$ cat config.mk
export PLATFORM = sky130hd
export DESIGN_NAME = pipelined_instruction_decoder_flat
export DESIGN_NICKNAME = d
export VERILOG_FILES = /design/src/rtl/pipelined_instruction_decoder_if.sv /design/src/rtl/pipelined_instruction_decoder.sv /design/src/flat_wrapper.sv
export SDC_FILE = /design/constraint.sdc
export NUM_CORES = 1
export LEC_CHECK = 0
export ABC_CLOCK_PERIOD_IN_PS = 6100
export BUFFER_PORTS_ARGS = -buffer_cell sky130_fd_sc_hd__buf_2
export CORE_AREA = 3 3 140 142
export DETAILED_ROUTE_END_ITERATION = 10
export DIE_AREA = 0 0 143 145
export GPL_ROUTABILITY_DRIVEN = 0
export GPL_TIMING_DRIVEN = 0
export PLACE_DENSITY = 0.7
export SLEW_MARGIN = 30
export SYNTH_ARGS = -nofsm -noshare
export SYNTH_HDL_FRONTEND = slang
export SYNTH_SLANG_ARGS = --single-unit
$ cat constraint.sdc
create_clock -name clk -period 6.1 [get_ports clk]
set_input_delay 0.305 -clock clk [delete_from_list [all_inputs] [get_ports clk]]
set_output_delay 0.305 -clock clk [all_outputs]
set_load 0.005 [all_outputs]
$ cat src/rtl/pipelined_instruction_decoder_if.sv
// rtl/pipelined_instruction_decoder_if.sv - fetch-side and execute-side handshake bundle of the decode stage
interface pipelined_instruction_decoder_if #(
    parameter int DATA_W = 64,
    parameter int PC_W   = 64
);
    // Fetch (IF/ID) side
    logic              in_valid;
    logic              in_ready;
    logic [31:0]       in_instr;
    logic [PC_W-1:0]   in_pc;

    // Execute (ID/EX) side
    logic              out_valid;
    logic              out_ready;
    logic [PC_W-1:0]   out_pc;
    logic              out_reg2loc;
    logic              out_alusrc;
    logic              out_memtoreg;
    logic              out_regwrite;
    logic              out_memwrite;
    logic              out_uncondbr;
    logic              out_condbr;
    logic              out_cbz;
    logic              out_bl;
    logic              out_br;
    logic              out_setflags;
    logic              out_illegal;
    logic [2:0]        out_aluop;
    logic [4:0]        out_rn;
    logic [4:0]        out_rm;
    logic [4:0]        out_rd;
    logic [3:0]        out_cond;
    logic [DATA_W-1:0] out_imm;
    logic [PC_W-1:0]   out_br_offset;

    // Decoder view: consumes instructions, produces control bundles
    modport slave (
        input  in_valid, in_instr, in_pc, out_ready,
        output in_ready, out_valid, out_pc,
        output out_reg2loc, out_alusrc, out_memtoreg, out_regwrite, out_memwrite,
        output out_uncondbr, out_condbr, out_cbz, out_bl, out_br, out_setflags, out_illegal,
        output out_aluop, out_rn, out_rm, out_rd, out_cond, out_imm, out_br_offset
    );

    // Surrounding pipeline view: supplies instructions, consumes bundles
    modport master (
        output in_valid, in_instr, in_pc, out_ready,
        input  in_ready, out_valid, out_pc,
        input  out_reg2loc, out_alusrc, out_memtoreg, out_regwrite, out_memwrite,
        input  out_uncondbr, out_condbr, out_cbz, out_bl, out_br, out_setflags, out_illegal,
        input  out_aluop, out_rn, out_rm, out_rd, out_cond, out_imm, out_br_offset
    );
endinterface

$ cat src/rtl/pipelined_instruction_decoder.sv
// rtl/pipelined_instruction_decoder.sv - registered LEGv8 decode stage with load-use stall and flush
module pipelined_instruction_decoder #(
    parameter int DATA_W      = 64,
    parameter int PC_W        = 64,
    parameter int ZERO_REG    = 31,
    parameter int LINK_REG    = 30,
    parameter int STALL_CNT_W = 16
) (
    input  logic                   clk,
    input  logic                   reset_n,
    input  logic                   flush,
    pipelined_instruction_decoder_if.slave bus,
    output logic [STALL_CNT_W-1:0] stall_cycles
);
    localparam logic [4:0] ZERO_IDX = 5'(ZERO_REG);
    localparam logic [4:0] LINK_IDX = 5'(LINK_REG);

    localparam logic [2:0] ALU_PASS = 3'b000;
    localparam logic [2:0] ALU_ADD  = 3'b010;
    localparam logic [2:0] ALU_SUB  = 3'b011;

    typedef struct packed {
        logic [PC_W-1:0]   pc;
        logic              reg2loc;
        logic              alusrc;
        logic              memtoreg;
        logic              regwrite;
        logic              memwrite;
        logic              uncondbr;
        logic              condbr;
        logic              cbz;
        logic              bl;
        logic              br;
        logic              setflags;
        logic              illegal;
        logic [2:0]        aluop;
        logic [4:0]        rn;
        logic [4:0]        rm;
        logic [4:0]        rd;
        logic [3:0]        cond;
        logic [DATA_W-1:0] imm;
        logic [PC_W-1:0]   br_offset;
    } bundle_t;

    logic [31:0] instr;
    logic        is_addi, is_adds, is_subs, is_ldur, is_stur;
    logic        is_br, is_b, is_bl, is_bcond, is_cbz;
    logic        use_rn, use_rm;
    bundle_t     dec;
    bundle_t     q;
    logic        q_valid;
    logic        hazard;
    logic        accept;
    logic [STALL_CNT_W-1:0] stall_q;

    assign instr = bus.in_instr;

    // Opcode match and source-register usage of the incoming instruction
    always_comb begin
        is_addi  = (instr[31:22] == 10'b1001000100);
        is_adds  = (instr[31:21] == 11'b10101011000);
        is_subs  = (instr[31:21] == 11'b11101011000);
        is_ldur  = (instr[31:21] == 11'b11111000010);
        is_stur  = (instr[31:21] == 11'b11111000000);
        is_br    = (instr[31:21] == 11'b11010110000);
        is_b     = (instr[31:26] == 6'b000101);
        is_bl    = (instr[31:26] == 6'b100101);
        is_bcond = (instr[31:24] == 8'b01010100);
        is_cbz   = (instr[31:24] == 8'b10110100);
        use_rn   = is_addi | is_adds | is_subs | is_ldur | is_stur | is_br;
        use_rm   = is_adds | is_subs | is_stur | is_cbz;
    end

    // Control bundle for the incoming instruction
    always_comb begin
        dec          = '0;
        dec.pc       = bus.in_pc;
        dec.reg2loc  = is_adds | is_subs;
        dec.alusrc   = is_addi | is_ldur | is_stur;
        dec.memtoreg = is_ldur;
        dec.regwrite = is_addi | is_adds | is_subs | is_ldur | is_bl;
        dec.memwrite = is_stur;
        dec.uncondbr = is_b | is_bl;
        dec.condbr   = is_bcond;
        dec.cbz      = is_cbz;
        dec.bl       = is_bl;
        dec.br       = is_br;
        dec.setflags = is_adds | is_subs;
        dec.illegal  = !(is_addi | is_adds | is_subs | is_ldur | is_stur |
                         is_br | is_b | is_bl | is_bcond | is_cbz);
        if (is_subs) begin
            dec.aluop = ALU_SUB;
        end else if (is_addi | is_adds | is_ldur | is_stur) begin
            dec.aluop = ALU_ADD;
        end else begin
            dec.aluop = ALU_PASS;
        end
        dec.rn = instr[9:5];
        dec.rm = dec.reg2loc ? instr[20:16] : instr[4:0];
        dec.rd = is_bl ? LINK_IDX : instr[4:0];
        if (is_bcond) begin
            dec.cond = instr[3:0];
        end
        if (is_addi) begin
            dec.imm = {{(DATA_W-12){1'b0}}, instr[21:10]};
        end else if (is_ldur | is_stur) begin
            dec.imm = {{(DATA_W-9){instr[20]}}, instr[20:12]};
        end
        if (is_b | is_bl) begin
            dec.br_offset = {{(PC_W-28){instr[25]}}, instr[25:0], 2'b00};
        end else if (is_bcond | is_cbz) begin
            dec.br_offset = {{(PC_W-21){instr[23]}}, instr[23:5], 2'b00};
        end
    end

    // Load-use hazard: held load writes a register the incoming instruction reads
    always_comb begin
        hazard = q_valid & q.memtoreg & (q.rd != ZERO_IDX) & bus.in_valid &
                 ((use_rn & (dec.rn == q.rd)) | (use_rm & (dec.rm == q.rd)));
        bus.in_ready = !flush & !hazard & (!q_valid | bus.out_ready);
        accept       = bus.in_valid & bus.in_ready;
    end

    // Output register: flush kills, accept loads, consume drains, otherwise hold
    always_ff @(posedge clk or negedge reset_n) begin
        if (!reset_n) begin
            q_valid <= 1'b0;
            q       <= '0;
        end else if (flush) begin
            q_valid <= 1'b0;
        end else if (accept) begin
            q_valid <= 1'b1;
            q       <= dec;
        end else if (bus.out_ready) begin
            q_valid <= 1'b0;
        end
    end

    // Saturating count of load-use stall cycles
    always_ff @(posedge clk or negedge reset_n) begin
        if (!reset_n) begin
            stall_q <= '0;
        end else if (hazard && (stall_q != {STALL_CNT_W{1'b1}})) begin
            stall_q <= stall_q + STALL_CNT_W'(1);
        end
    end

    assign stall_cycles      = stall_q;
    assign bus.out_valid     = q_valid;
    assign bus.out_pc        = q.pc;
    assign bus.out_reg2loc   = q.reg2loc;
    assign bus.out_alusrc    = q.alusrc;
    assign bus.out_memtoreg  = q.memtoreg;
    assign bus.out_regwrite  = q.regwrite;
    assign bus.out_memwrite  = q.memwrite;
    assign bus.out_uncondbr  = q.uncondbr;
    assign bus.out_condbr    = q.condbr;
    assign bus.out_cbz       = q.cbz;
    assign bus.out_bl        = q.bl;
    assign bus.out_br        = q.br;
    assign bus.out_setflags  = q.setflags;
    assign bus.out_illegal   = q.illegal;
    assign bus.out_aluop     = q.aluop;
    assign bus.out_rn        = q.rn;
    assign bus.out_rm        = q.rm;
    assign bus.out_rd        = q.rd;
    assign bus.out_cond      = q.cond;
    assign bus.out_imm       = q.imm;
    assign bus.out_br_offset = q.br_offset;
endmodule

$ cat src/flat_wrapper.sv
// flat-port wrapper written by rule: the top's interface ports become plain ports
module pipelined_instruction_decoder_flat 
#(
    parameter int DATA_W      = 64,
    parameter int PC_W        = 64,
    parameter int ZERO_REG    = 31,
    parameter int LINK_REG    = 30,
    parameter int STALL_CNT_W = 16
)
  (clk, reset_n, flush, stall_cycles, bus_in_valid, bus_in_instr, bus_in_pc, bus_out_ready, bus_in_ready, bus_out_valid, bus_out_pc, bus_out_reg2loc, bus_out_alusrc, bus_out_memtoreg, bus_out_regwrite, bus_out_memwrite, bus_out_uncondbr, bus_out_condbr, bus_out_cbz, bus_out_bl, bus_out_br, bus_out_setflags, bus_out_illegal, bus_out_aluop, bus_out_rn, bus_out_rm, bus_out_rd, bus_out_cond, bus_out_imm, bus_out_br_offset);
  pipelined_instruction_decoder_if #(.DATA_W(DATA_W), .PC_W(PC_W)) bus_i ();
  input  logic clk;
  input  logic reset_n;
  input  logic flush;
  output logic [STALL_CNT_W-1:0] stall_cycles;
  input wire logic [$bits(bus_i.in_valid)-1:0] bus_in_valid;
  input wire logic [$bits(bus_i.in_instr)-1:0] bus_in_instr;
  input wire logic [$bits(bus_i.in_pc)-1:0] bus_in_pc;
  input wire logic [$bits(bus_i.out_ready)-1:0] bus_out_ready;
  output wire logic [$bits(bus_i.in_ready)-1:0] bus_in_ready;
  output wire logic [$bits(bus_i.out_valid)-1:0] bus_out_valid;
  output wire logic [$bits(bus_i.out_pc)-1:0] bus_out_pc;
  output wire logic [$bits(bus_i.out_reg2loc)-1:0] bus_out_reg2loc;
  output wire logic [$bits(bus_i.out_alusrc)-1:0] bus_out_alusrc;
  output wire logic [$bits(bus_i.out_memtoreg)-1:0] bus_out_memtoreg;
  output wire logic [$bits(bus_i.out_regwrite)-1:0] bus_out_regwrite;
  output wire logic [$bits(bus_i.out_memwrite)-1:0] bus_out_memwrite;
  output wire logic [$bits(bus_i.out_uncondbr)-1:0] bus_out_uncondbr;
  output wire logic [$bits(bus_i.out_condbr)-1:0] bus_out_condbr;
  output wire logic [$bits(bus_i.out_cbz)-1:0] bus_out_cbz;
  output wire logic [$bits(bus_i.out_bl)-1:0] bus_out_bl;
  output wire logic [$bits(bus_i.out_br)-1:0] bus_out_br;
  output wire logic [$bits(bus_i.out_setflags)-1:0] bus_out_setflags;
  output wire logic [$bits(bus_i.out_illegal)-1:0] bus_out_illegal;
  output wire logic [$bits(bus_i.out_aluop)-1:0] bus_out_aluop;
  output wire logic [$bits(bus_i.out_rn)-1:0] bus_out_rn;
  output wire logic [$bits(bus_i.out_rm)-1:0] bus_out_rm;
  output wire logic [$bits(bus_i.out_rd)-1:0] bus_out_rd;
  output wire logic [$bits(bus_i.out_cond)-1:0] bus_out_cond;
  output wire logic [$bits(bus_i.out_imm)-1:0] bus_out_imm;
  output wire logic [$bits(bus_i.out_br_offset)-1:0] bus_out_br_offset;
  assign bus_i.in_valid = bus_in_valid;
  assign bus_i.in_instr = bus_in_instr;
  assign bus_i.in_pc = bus_in_pc;
  assign bus_i.out_ready = bus_out_ready;
  assign bus_in_ready = bus_i.in_ready;
  assign bus_out_valid = bus_i.out_valid;
  assign bus_out_pc = bus_i.out_pc;
  assign bus_out_reg2loc = bus_i.out_reg2loc;
  assign bus_out_alusrc = bus_i.out_alusrc;
  assign bus_out_memtoreg = bus_i.out_memtoreg;
  assign bus_out_regwrite = bus_i.out_regwrite;
  assign bus_out_memwrite = bus_i.out_memwrite;
  assign bus_out_uncondbr = bus_i.out_uncondbr;
  assign bus_out_condbr = bus_i.out_condbr;
  assign bus_out_cbz = bus_i.out_cbz;
  assign bus_out_bl = bus_i.out_bl;
  assign bus_out_br = bus_i.out_br;
  assign bus_out_setflags = bus_i.out_setflags;
  assign bus_out_illegal = bus_i.out_illegal;
  assign bus_out_aluop = bus_i.out_aluop;
  assign bus_out_rn = bus_i.out_rn;
  assign bus_out_rm = bus_i.out_rm;
  assign bus_out_rd = bus_i.out_rd;
  assign bus_out_cond = bus_i.out_cond;
  assign bus_out_imm = bus_i.out_imm;
  assign bus_out_br_offset = bus_i.out_br_offset;
  pipelined_instruction_decoder #(.DATA_W(DATA_W), .PC_W(PC_W), .ZERO_REG(ZERO_REG), .LINK_REG(LINK_REG), .STALL_CNT_W(STALL_CNT_W)) u_core (.clk(clk), .reset_n(reset_n), .flush(flush), .bus(bus_i), .stall_cycles(stall_cycles));
endmodule
==> summary.txt <==
Run status
  • Status: completed

Setup path
  • Critical path class: reg -> out
  • Critical path's slowest cell: dfrtp_1
  • Crit path launch type: flop
  • CP required: 5.79 ns
  • WP buf/inv: 2
  • Reg2reg path depth: 11
  • CP arrival: between 2 and 3 ns
  • Top delay family on crit path: compound AO/OA/AOI/OAI gates
  • CP endpoint: bus_in_ready
  • RR Startpoint: u_core.bus.out_rd[1]$_DFFE_PN0P_
  • Reg2reg end: u_core.bus.out_cond[3]$_DFFE_PN0P_
  • Worst path depth: 9
  • CP Cell Sequence: clkbuf_1, nand2b_1, a22oi_1, a31oi_1, a32o_1, a32oi_4, or2_2, and2_1, buf_2
  • R2r setup slk: 3.45 ns
  • Crit-path max FO: 8
  • Critical Path Max Stage Delay: slightly above 0.4 ns
  • Setup crit end kind: output port
  • CP Launch Point: u_core.bus.out_rd[1]$_DFFE_PN0P_

STA
  • Final Hold Viols: 0
  • Fin. max-slew vios: 0
  • Slew margin rel.: about half
  • Worst Tran Pin Value: 0.756 ns
  • Final period util: between 40% and 50%
  • # setup viols final: 0
  • Final setup TNS: 0 ns
  • Hold Slack: 0.0515 ns
  • Max Clk Rate: 346 MHz
  • Min cycle time layout: approximately 2.9 ns
  • Clock Skew: 0.0157 ns
  • RSZ-0062 raised after global routing: false

Layout
  • Final #Nets: 1267
  • Share of cells above drive strength 1: 43.6%
  • Non-Filler Instances: 1415
  • Syn-to-layout area delta: 36.1%
  • Fill cells: 1772

Detailed routing
  • Post-route DRC: 0
  • WL met1: 9370 um
  • Top Metal Used: met5
  • DR iter-0 viols: 475
  • Final antenna-violating net count: 0
  • Detailed-route wire length: 23000 um
  • Vias per inst: 4.78
  • Met2 WL post-DR: 10900 um
  • Vias: between 6000 and 7000
  • 1st-pass router iterations: 5
  • Met3 WL: ~2200 um
  • DR WL/cell: 16.3 um

Synth
  • Post-Synthesis Cells: 801
  • Synth Area in Compound Gates: approximately 9%
  • Flops & latches, synth: 152
  • Ys async rst share: 100%
  • Seq/Total Area, Yosys: 51.6%
  • Synth Area in XOR/XNOR: 2.97%
  • Syn avg cell area: about 9.2 um^2
  • Synth Area in Simple Gates: 22.7%
  • Mapped Area: 7370 um^2
  • Most common cell in the netlist: nand2_1
  • Unique cell type count in the Yosys netlist: 51
  • Yosys warns: 0
  • Cell taking the most area after synthesis: dfrtp_1
  • Main combinational cell family by area after synthesis: simple AND/OR/NAND/NOR gates
  • Post-synth top area share: between 50% and 60%
  • Mux contribution to synthesized area: less than 1%
  • EDFF count, synth: 0
  • Main synth FF type: dfrtp_1
  • Dominant cells by area after synthesis: dfrtp_1 52%, nand2_1 14%, buf_4 10%
  • Post-synth top cells: 271 x nand2_1, 152 x dfrtp_1, 99 x buf_4
  • Area share of fa/ha/maj cells after synthesis: 0.170%

GRT
  • GRT Util Overall: 21.9%
  • Overflow after GRT: 0
  • Number of global-route vias before repair: 6569
  • First-pass GRT wire length: 36000 um
  • Largest net degree at the start of global routing: 80
  • Initial antenna violation count: 6

Clock tree
  • H-tree depth: 4
  • CTS tree: yes
  • # resized after CTS: 0
  • Hold_buf cts: 1
  • Root Buffer: clkbuf_16
  • Longest Clk Path Bufs: 2
  • Clock latency on the worst-skew pair: 0.43 ns
  • Clock slew at reported path FFs: about 0.06 ns
  • CTS Buf Count: 17
  • Number of setup buffers added after CTS: 0
  • Clock Sinks: between 150 and 200

Place
  • Post-DP HPWL: 17200 um
  • Inst Count DP: 1379
  • IO Port Bufs: approximately 340

Power and ir drop
  • Lkg Pwr: 5.78 nW
  • Peak supply drop: 0.000197 V
  • Power per Cell Area: 266 nW/um^2

Floorplanning
  • Chip Width: 143 um
  • Die ar.: 20700 um^2
  • # rows: 50
  • Io pins: 345
  • DIE HEIGHT: 145 um
  • Initial Utilization: 39.7%
  • Core area: around 19000 um^2

Min path
  • HP Start: flush
  • Worst hold-check path type: in -> reg

Flow run
  • Max_cap viols: 0
[how the worst min path moves through the flow]
stage / to / slack (ns) / cells past startpoint
detailed placement: u_core.stall_cycles[5]$_DFFE_PN0P_ / 0.31 / 1
floorplan: u_core.bus.out_aluop[0]$_DFFE_PN0P_ / 0.009 / 0
finish: u_core.bus.out_valid$_DFFE_PN0P_ / 0.05 / 2
CTS: u_core.bus.out_valid$_DFFE_PN0P_ / 0.03 / 2
global placement: u_core.bus.out_cond[0]$_DFFE_PN0P_ / 0.45 / 2
global route: u_core.bus.out_valid$_DFFE_PN0P_ / 0.05 / 2
[report_power, final]
group	internal, mW	switching [mW]
clock	0.653	0.427
sequential	1.11	0.0618
combinational	0.182	0.231
[cell usage in the layout (no fill, tap or decap), types with 4 or more instances in the layout]
cell	count
nand2_1	271
clkbuf_16	17
buf_2	354
xor2_1	10
nand3_1	14
a221oi_1	16
buf_4	99
a21oi_1	15
dfrtp_1	150
clkinv_2	4
xnor2_1	15
a221oi_2	10
buf_6	6
inv_1	6
clkbuf_1	18
nor3_1	4
nor2_1	62
and2_1	5
nor2b_1	4
o21ai_0	26
nand2b_1	6
nand4_1	7
and3_1	8
[cells by family (layout without fill, tap and decap cells)]
kind of cell               count (synthesis)  in the layout
xor gates and xnor gates                  25             25
other                                      1              6
muxes                                      3              3
buffers and inverters                    141            516
DFF                                      152            152
AOI/OAI and AO/OA                         83             83
and+or+nand+nor                          395            395
adders and majority gates                  1              1
[worst register-to-register path, stage by stage, from the launching register on]
cell and delay [ns]:
dfrtp_1 0.41, clkbuf_1 0.32, nand2b_1 0.13, a22oi_1 0.20
a31oi_1 0.07, a32o_1 0.30, a32oi_4 0.31, o21a_2 0.21
buf_4 0.24, buf_6 0.19, nand3_1 0.13, nand2_1 0.09
[layout make-up]
| cell class | count | area [um^2] | area share (%) |
|---|---|---|---|
| well taps | 234 | 293 | 2.92 |
| clock inverters | 12 | 151 | 1.51 |
| inverters | 6 | 22.5 | 0.224 |
| multi-input cells | 510 | 2620 | 26.1 |
| clock buffers | 20 | 447 | 4.45 |
| diodes | 3 | 7.51 | 0.0748 |
| repair buffers | 343 | 1750 | 17.5 |
| plain buffers | 135 | 941 | 9.37 |
| flip-flops and latches | 152 | 3810 | 37.9 |
[metrics by stage]
stage / cell area (um^2) / utilization [%] / power (mW) / worst slack (ns)
3_3_place_gp: 9380 / 50.5 / 1.60 / 2.37
6_report: 10000 / 54.0 / 2.67 / 3.21
4_1_cts: 10000 / 54.0 / 2.70 / 3.23
2_1_floorplan: 7380 / - / 1.36 / 3.86
3_5_place_dp: 9420 / 50.7 / 1.61 / 3.28
5_1_grt: 10000 / 54.0 / 2.80 / 3.04
[registers in the layout, summed over array words and instances, names as in the netlist, 2 cells and up]
register / count
u_core.bus.out_aluop: 2
u_core.bus.out_br_offset: 26
u_core.bus.out_cond: 4
u_core.bus.out_imm: 13
u_core.bus.out_pc: 64
u_core.bus.out_rd: 5
u_core.bus.out_rm: 5
u_core.bus.out_rn: 5
u_core.stall_cycles: 16
[per-layer routing]
metal | GRT usage (%) | up-vias
met4 | 7.60 | 4
met2 | 35.0 | 302
met5 | 0 | -
li1 | - | 3245
met1 | 27.6 | 3168
met3 | 7.35 | 40
(Power assumes the default switching activity.)
